### config.mk
export PLATFORM = sky130hd
export DESIGN_NAME = int_ctrl
export DESIGN_NICKNAME = d
export VERILOG_FILES = /design/src/rtl/int_pkg.sv /design/src/rtl/irq_sync.sv /design/src/rtl/int_ctrl.sv
export SDC_FILE = /design/constraint.sdc
export NUM_CORES = 1
export LEC_CHECK = 0
export CORE_MARGIN = 5
export CORE_UTILIZATION = 24
export DETAILED_ROUTE_END_ITERATION = 10
export SYNTH_ARGS = -nofsm -noshare
export SYNTH_HDL_FRONTEND = slang
export SYNTH_SLANG_ARGS = --single-unit
### constraint.sdc
create_clock -name clk_i -period 1.9 [get_ports clk_i]
set_clock_uncertainty 0.05 [all_clocks]
set_input_delay 0.19 -clock clk_i [delete_from_list [all_inputs] [get_ports clk_i]]
set_output_delay 0.19 -clock clk_i [all_outputs]
set_load 0.01 [all_outputs]
### src/rtl/int_pkg.sv
// Shared types and constants for the interrupt controller.
package int_pkg;

  localparam int unsigned AddrW  = 16;
  localparam int unsigned MaxIrq = 8;
  localparam int unsigned IdxW   = 3;

  typedef enum logic [1:0] {
    StIdle,
    StSave,
    StVector,
    StService
  } state_e;

  // 16-bit vector address; overflow wraps.
  function automatic logic [AddrW-1:0] vec_addr_calc(input logic [AddrW-1:0] base,
                                                     input logic [AddrW-1:0] stride,
                                                     input logic [IdxW-1:0]  idx);
    return base + stride * AddrW'(idx);
  endfunction

endpackage

### src/rtl/irq_sync.sv
// Per-line interrupt synchroniser producing the registered pending bit.
// INT_EDGE_EN selects a sticky rising-edge pending bit instead of a level copy.
module irq_sync (
  input  logic clk_i,
  input  logic rst_ni,
  input  logic irq_i,
  input  logic clr_i,
  output logic pend_o
);

  logic sync1_q, sync2_q, pend_q;

  always_ff @(posedge clk_i or negedge rst_ni) begin
    if (!rst_ni) begin
      sync1_q <= 1'b0;
      sync2_q <= 1'b0;
    end else begin
      sync1_q <= irq_i;
      sync2_q <= sync1_q;
    end
  end

`ifdef INT_EDGE_EN
  logic prev_q, rise_q;

  // A new edge coinciding with the acknowledge clear keeps the bit set.
  always_ff @(posedge clk_i or negedge rst_ni) begin
    if (!rst_ni) begin
      prev_q <= 1'b0;
      rise_q <= 1'b0;
      pend_q <= 1'b0;
    end else begin
      prev_q <= sync2_q;
      rise_q <= sync2_q & ~prev_q;
      pend_q <= rise_q | (pend_q & ~clr_i);
    end
  end
`else
  logic unused_clr;
  assign unused_clr = clr_i;

  always_ff @(posedge clk_i or negedge rst_ni) begin
    if (!rst_ni) begin
      pend_q <= 1'b0;
    end else begin
      pend_q <= sync2_q;
    end
  end
`endif

  assign pend_o = pend_q;

endmodule

### src/rtl/int_ctrl.sv
// Interrupt controller: prioritises masked requests and sequences push/vector/service.
// Optional INT_EDGE_EN makes pending bits edge-triggered and cleared on acknowledge.
module int_ctrl
  import int_pkg::*;
#(
  parameter int unsigned      NIrq      = 4,
  parameter logic [AddrW-1:0] VecBase   = 16'h0010,
  parameter int unsigned      VecStride = 4
) (
  input  logic             clk_i,
  input  logic             rst_ni,
  input  logic [NIrq-1:0]  irq_i,
  input  logic             mask_we_i,
  input  logic [NIrq-1:0]  mask_i,
  input  logic             ei_i,
  input  logic             di_i,
  input  logic             reti_i,
  input  logic             instr_done_i,
  output logic             cpu_hold_o,
  output logic             int_push_o,
  output logic             vec_load_o,
  output logic [AddrW-1:0] vec_addr_o,
  output logic [NIrq-1:0]  int_ack_o,
  output logic             in_service_o,
  output logic [NIrq-1:0]  pending_o
);

  state_e           state_q, state_d;
  logic             gie_q, gie_d;
  logic [NIrq-1:0]  mask_q, mask_d;
  logic [IdxW-1:0]  idx_q, idx_d;
  logic [AddrW-1:0] vec_addr_q, vec_addr_d;

  logic [NIrq-1:0]  pending, req, ack_vec;
  logic [IdxW-1:0]  win_idx;
  logic             win_hit;
  logic             accept;

  for (genvar i = 0; i < NIrq; i++) begin : g_sync
    irq_sync u_irq_sync (
      .clk_i  (clk_i),
      .rst_ni (rst_ni),
      .irq_i  (irq_i[i]),
      .clr_i  (ack_vec[i]),
      .pend_o (pending[i])
    );
  end

  assign req = pending & mask_q;

  // Lowest index wins.
  always_comb begin
    win_idx = '0;
    win_hit = 1'b0;
    for (int unsigned i = 0; i < NIrq; i++) begin
      if (req[i] && !win_hit) begin
        win_idx = IdxW'(i);
        win_hit = 1'b1;
      end
    end
  end

  // Requests only count in IDLE, which gives the no-nesting behaviour.
  assign accept = (state_q == StIdle) && gie_q && instr_done_i && win_hit;

  always_comb begin
    state_d = state_q;
    unique case (state_q)
      StIdle:    if (accept) state_d = StSave;
      StSave:    state_d = StVector;
      StVector:  state_d = StService;
      StService: if (reti_i) state_d = StIdle;
      default:   state_d = StIdle;
    endcase
  end

  always_comb begin
    gie_d = gie_q;
    if ((state_q == StService) && reti_i) gie_d = 1'b1;
    if (ei_i) gie_d = 1'b1;
    if (di_i) gie_d = 1'b0;
    if (accept) gie_d = 1'b0;
  end

  always_comb begin
    mask_d     = mask_we_i ? mask_i : mask_q;
    idx_d      = idx_q;
    vec_addr_d = vec_addr_q;
    if (accept) begin
      idx_d      = win_idx;
      vec_addr_d = vec_addr_calc(VecBase, AddrW'(VecStride), win_idx);
    end
  end

  always_ff @(posedge clk_i or negedge rst_ni) begin
    if (!rst_ni) begin
      state_q    <= StIdle;
      gie_q      <= 1'b0;
      mask_q     <= '0;
      idx_q      <= '0;
      vec_addr_q <= '0;
    end else begin
      state_q    <= state_d;
      gie_q      <= gie_d;
      mask_q     <= mask_d;
      idx_q      <= idx_d;
      vec_addr_q <= vec_addr_d;
    end
  end

  always_comb begin
    ack_vec = '0;
    for (int unsigned i = 0; i < NIrq; i++) begin
      ack_vec[i] = (state_q == StVector) && (idx_q == IdxW'(i));
    end
  end

  assign cpu_hold_o   = (state_q == StSave) || (state_q == StVector);
  assign int_push_o   = (state_q == StSave);
  assign vec_load_o   = (state_q == StVector);
  assign in_service_o = (state_q == StService);
  assign int_ack_o    = ack_vec;
  assign vec_addr_o   = vec_addr_q;
  assign pending_o    = pending;

endmodule

==> run_results.csv, run 1 <==
group,metric,value,unit
outcome,outcome,"complete, no violations",
pwr,swShare,29.23,%
synth,yosys_register_bits,22,
synth,synth_area_per_cell,12.72,sq um
placed_design,port-buffer-count,29,
clock_tree,clk_latency,0.26,ns
synth,netlist_area,1005,sq um
floorplanning,die_area,5580,sq um
timing,finalSetupViolCount,0,
final_layout,nets,125,
route,drtPass1Iterations,2,
run,drv_cap,0,
min_path,hold_class,"in -> async",
timing,drv_slew,0,
final_layout,n_antenna_cell,0,
pwr,p_clk_share,25.6,%
placed_design,dp_hpwl,1489,microns
critical_path,rrSetupSlack,0.17,ns
synth,ys_warn_count,0,
route,drc,0,
final_layout,fin_area,1324,sq um
floorplanning,die_w,74.70,microns
pwr,p_int,1.170,mW
final_layout,areaGrowthSynthToFinish,31.76,%
clock_tree,holdBufCountCts,0,
floorplanning,die_h,74.70,microns
global_route,antenna_found_initial,0,
global_route,grt_pass1_wl,2753,microns
route,drt-vias-per-instance,3.760,
route,drtIter0Drc,3,
synth,synth-async-reset-ratio,100.0,%
route,postRouteWirelength,1858,microns
clock_tree,numCtsBuffers,3,
clock_tree,root_buffer,"clkbuf_8",
final_layout,nFillCells,405,
final_layout,multi_input_comb_area,336.6,sq um
critical_path,cp-endpoint,"vec_load_o",
synth,ys.flop_type,"dfrtp_1",
floorplanning,io_pins,43,
pwr,power_frac_comb,36.9,%
synth,ys_seq_area_share,54.79,%
floorplanning,initial_core_util,24.94,%
critical_path,crit_arrival,1.56,ns
timing,hold_viol_final,0,
global_route,overflow,0,
timing,tns,0,ns
synth,synth_top_area_cell,"dfrtp_1",
timing,rsz0062_at_grt,"false",
timing,max_freq,556.4,MHz
final_layout,layout-drive-gt1-share,15.38,%
floorplanning,placementRows,23,
pwr,finalPower,1.653,mW
floorplanning,core,4029,sq um
critical_path,cp.required,1.66,ns
clock_tree,clk_pin_slew,0.08,ns
clock_tree,cts_tree,"built",
clock_tree,clock-sinks,22,
synth,syn_inst,79,
synth,synth_area_leaders,"dfrtp_1 (55%), buf_4 (16%), ha_1 (6.2%), mux2_2 (4.5%), mux2_4 (3.0%)",
critical_path,cp_max_fo,6,
synth,ys_types,23,
critical_path,startpoint,"state_q[0]",
clock_tree,clock_path_buffers,2,
pwr,peakVddDrop,0.4084,mV
pwr,power_frac_seq,37.5,%
global_route,grt_max_degree,23,
route,num_vias,579,
timing,layout_min_cycle_time,1.797,ns
critical_path,cp-end-kind,"primary output",
global_route,grt_use_total,6.678,%
final_layout,seq_area,550.5,sq um
critical_path,rr_worst_depth,6,
critical_path,start_kind,"register",
pwr,power_density,1249,nW/um^2
pwr,p_switching,0.4832,mW
critical_path,timing.rr.end,"state_q[1]",
timing,fin_ws,0.1029,ns
synth,synth-edff-count,0,
clock_tree,cts.htree.levels,1,
route,routedWlPerCell,12.06,microns
critical_path,r2r_start,"state_q[1]",
route,ant_nets,0,
timing,min_period_over_period,94.59,%
placed_design,dp_slack,0.1139,ns
placed_design,place_area,1252,sq um
placed_design,dp.cells,150,
final_layout,final_cells,154,
placed_design,place.gp.congestion,0.6645,
critical_path,critPathKind,"reg -> out",
pwr,p_leak,0.6211,nW
synth,synth_top_area_share,54.79,%
global_route,grt_pass1_vias,611,
-- cells in the mapped netlist (2+ instances only) --
cell type	number
mux2_2	4
ha_1	5
a21oi_1	3
mux2_4	2
buf_4	21
inv_1	2
a22o_1	2
and3_1	2
nor2_1	2
dfrtp_1	22
nand2_1	2
-- registers in the layout, indices dropped and copies added (netlist names) --
signal / count
g_sync.u_irq_sync.pend_o: 4
g_sync.u_irq_sync.sync1_q: 4
g_sync.u_irq_sync.sync2_q: 4
mask_q: 4
state_q: 2
vec_addr_o: 2
gie_q: 1
idx_q: 1
-- worst min-delay path by stage --
| stage | slack, ns | depth (start not counted) | from | to |
|---|---|---|---|---|
| finish | 0.22 | 2 | rst_ni | g_sync[0].u_irq_sync.sync2_q |
| global route | 0.24 | 2 | rst_ni | g_sync[1].u_irq_sync.sync1_q |
| floorplan | -0.16 | 0 | rst_ni | g_sync[0].u_irq_sync.pend_o |
| detailed placement | 0.29 | 0 | g_sync[2].u_irq_sync.sync2_q | g_sync[2].u_irq_sync.pend_o |
| global placement | 0.28 | 0 | g_sync[1].u_irq_sync.sync1_q | g_sync[1].u_irq_sync.sync2_q |
| CTS | 0.22 | 2 | rst_ni | g_sync[1].u_irq_sync.sync1_q |
-- kinds of logic (layout without fill, tap and decap cells) --
kind of cell             after synthesis  count (layout)  synth area share [%]
buffers and inverters                 23              36                 16.44
adder cells (fa/ha/maj)                5               5                 6.227
multiplexers                           7               7                 8.468
AND/OR/NAND/NOR                       11              11                 6.228
AO/OA/AOI/OAI                         10              10                 7.473
flip-flops                            22              22                 54.79
other                                  1              13                0.3732
-- metrics by stage --
| stage | hold WS [ns] | utilization [%] |
|---|---|---|
| floorplan | -0.1556 | - |
| global placement | 0.2826 | 31.09 |
| detailed placement | 0.2864 | 31.09 |
| CTS | 0.2158 | 32.80 |
| global route | 0.2440 | 32.86 |
| finish | 0.2178 | 32.86 |
-- worst max-delay path, stage by stage (launching register included) --
cell             delay (ns)
dfrtp_1                0.41
inv_2                  0.10
ha_2                   0.22
clkdlybuf4s50_1        0.57
-- cell usage in the layout, fill, tap and decap left out, types with 2 or more instances in the layout --
| cell | instances |
|---|---|
| clkdlybuf4s50_1 | 24 |
| dfrtp_1 | 22 |
| conb_1 | 13 |
| mux2_2 | 4 |
| ha_1 | 4 |
| dlygate4sd2_1 | 4 |
| a21oi_1 | 3 |
| clkbuf_8 | 3 |
| nand2_1 | 2 |
| nor2_1 | 2 |
| and3_1 | 2 |
| a22o_1 | 2 |
| mux2_4 | 2 |
-- per-layer routing --
layer / up-vias / GRT usage [%] / wire, microns
li1: 283 / - / -
met1: 270 / 7.131 / 728
met2: 26 / 11.51 / 908
met3: 0 / 2.804 / 220
met4: 0 / 2.964 / 0
met5: - / 0 / 0
-- repair_timing --
action / 4_1_cts / 5_1_grt
resized for setup: 6 / 1
setup buffers: 0 / 0
hold endpoints to repair: 0 / 0
gates cloned: 0 / 0
endpoints found under the setup margin: 5 / 1
-- final cells by class --
class / instances / share of cell area (%)
Clock inverter: 1 / 2.268
Multi-Input combinational cell: 46 / 25.43
Tap cell: 50 / 4.726
Inverter: 2 / 0.5671
Clock buffer: 3 / 3.119
Timing Repair Buffer: 30 / 22.31
Sequential cell: 22 / 41.59
-- power groups by stage --
stage,logic (mW),registers [mW],clock network (mW)
after floorplan,0.372,0.621,0
after global placement,0.634,0.624,0
after detailed placement,0.640,0.629,0
after CTS,0.636,0.622,0.437
after global routing,0.672,0.630,0.455
final,0.610,0.620,0.423
Power figures use the tool's default switching activity.
==> inputs of run 2 (changes only) <==
--- a/config.mk
+++ b/config.mk
@@ -5,6 +5,7 @@
 export SDC_FILE = /design/constraint.sdc
 export NUM_CORES = 1
 export LEC_CHECK = 0
+export ABC_AREA = 0
 export CORE_MARGIN = 5
 export CORE_UTILIZATION = 24
 export DETAILED_ROUTE_END_ITERATION = 10
==> results of run 2 <==
Same layout as run 1: the final DEF is identical, and so are final timing and power.
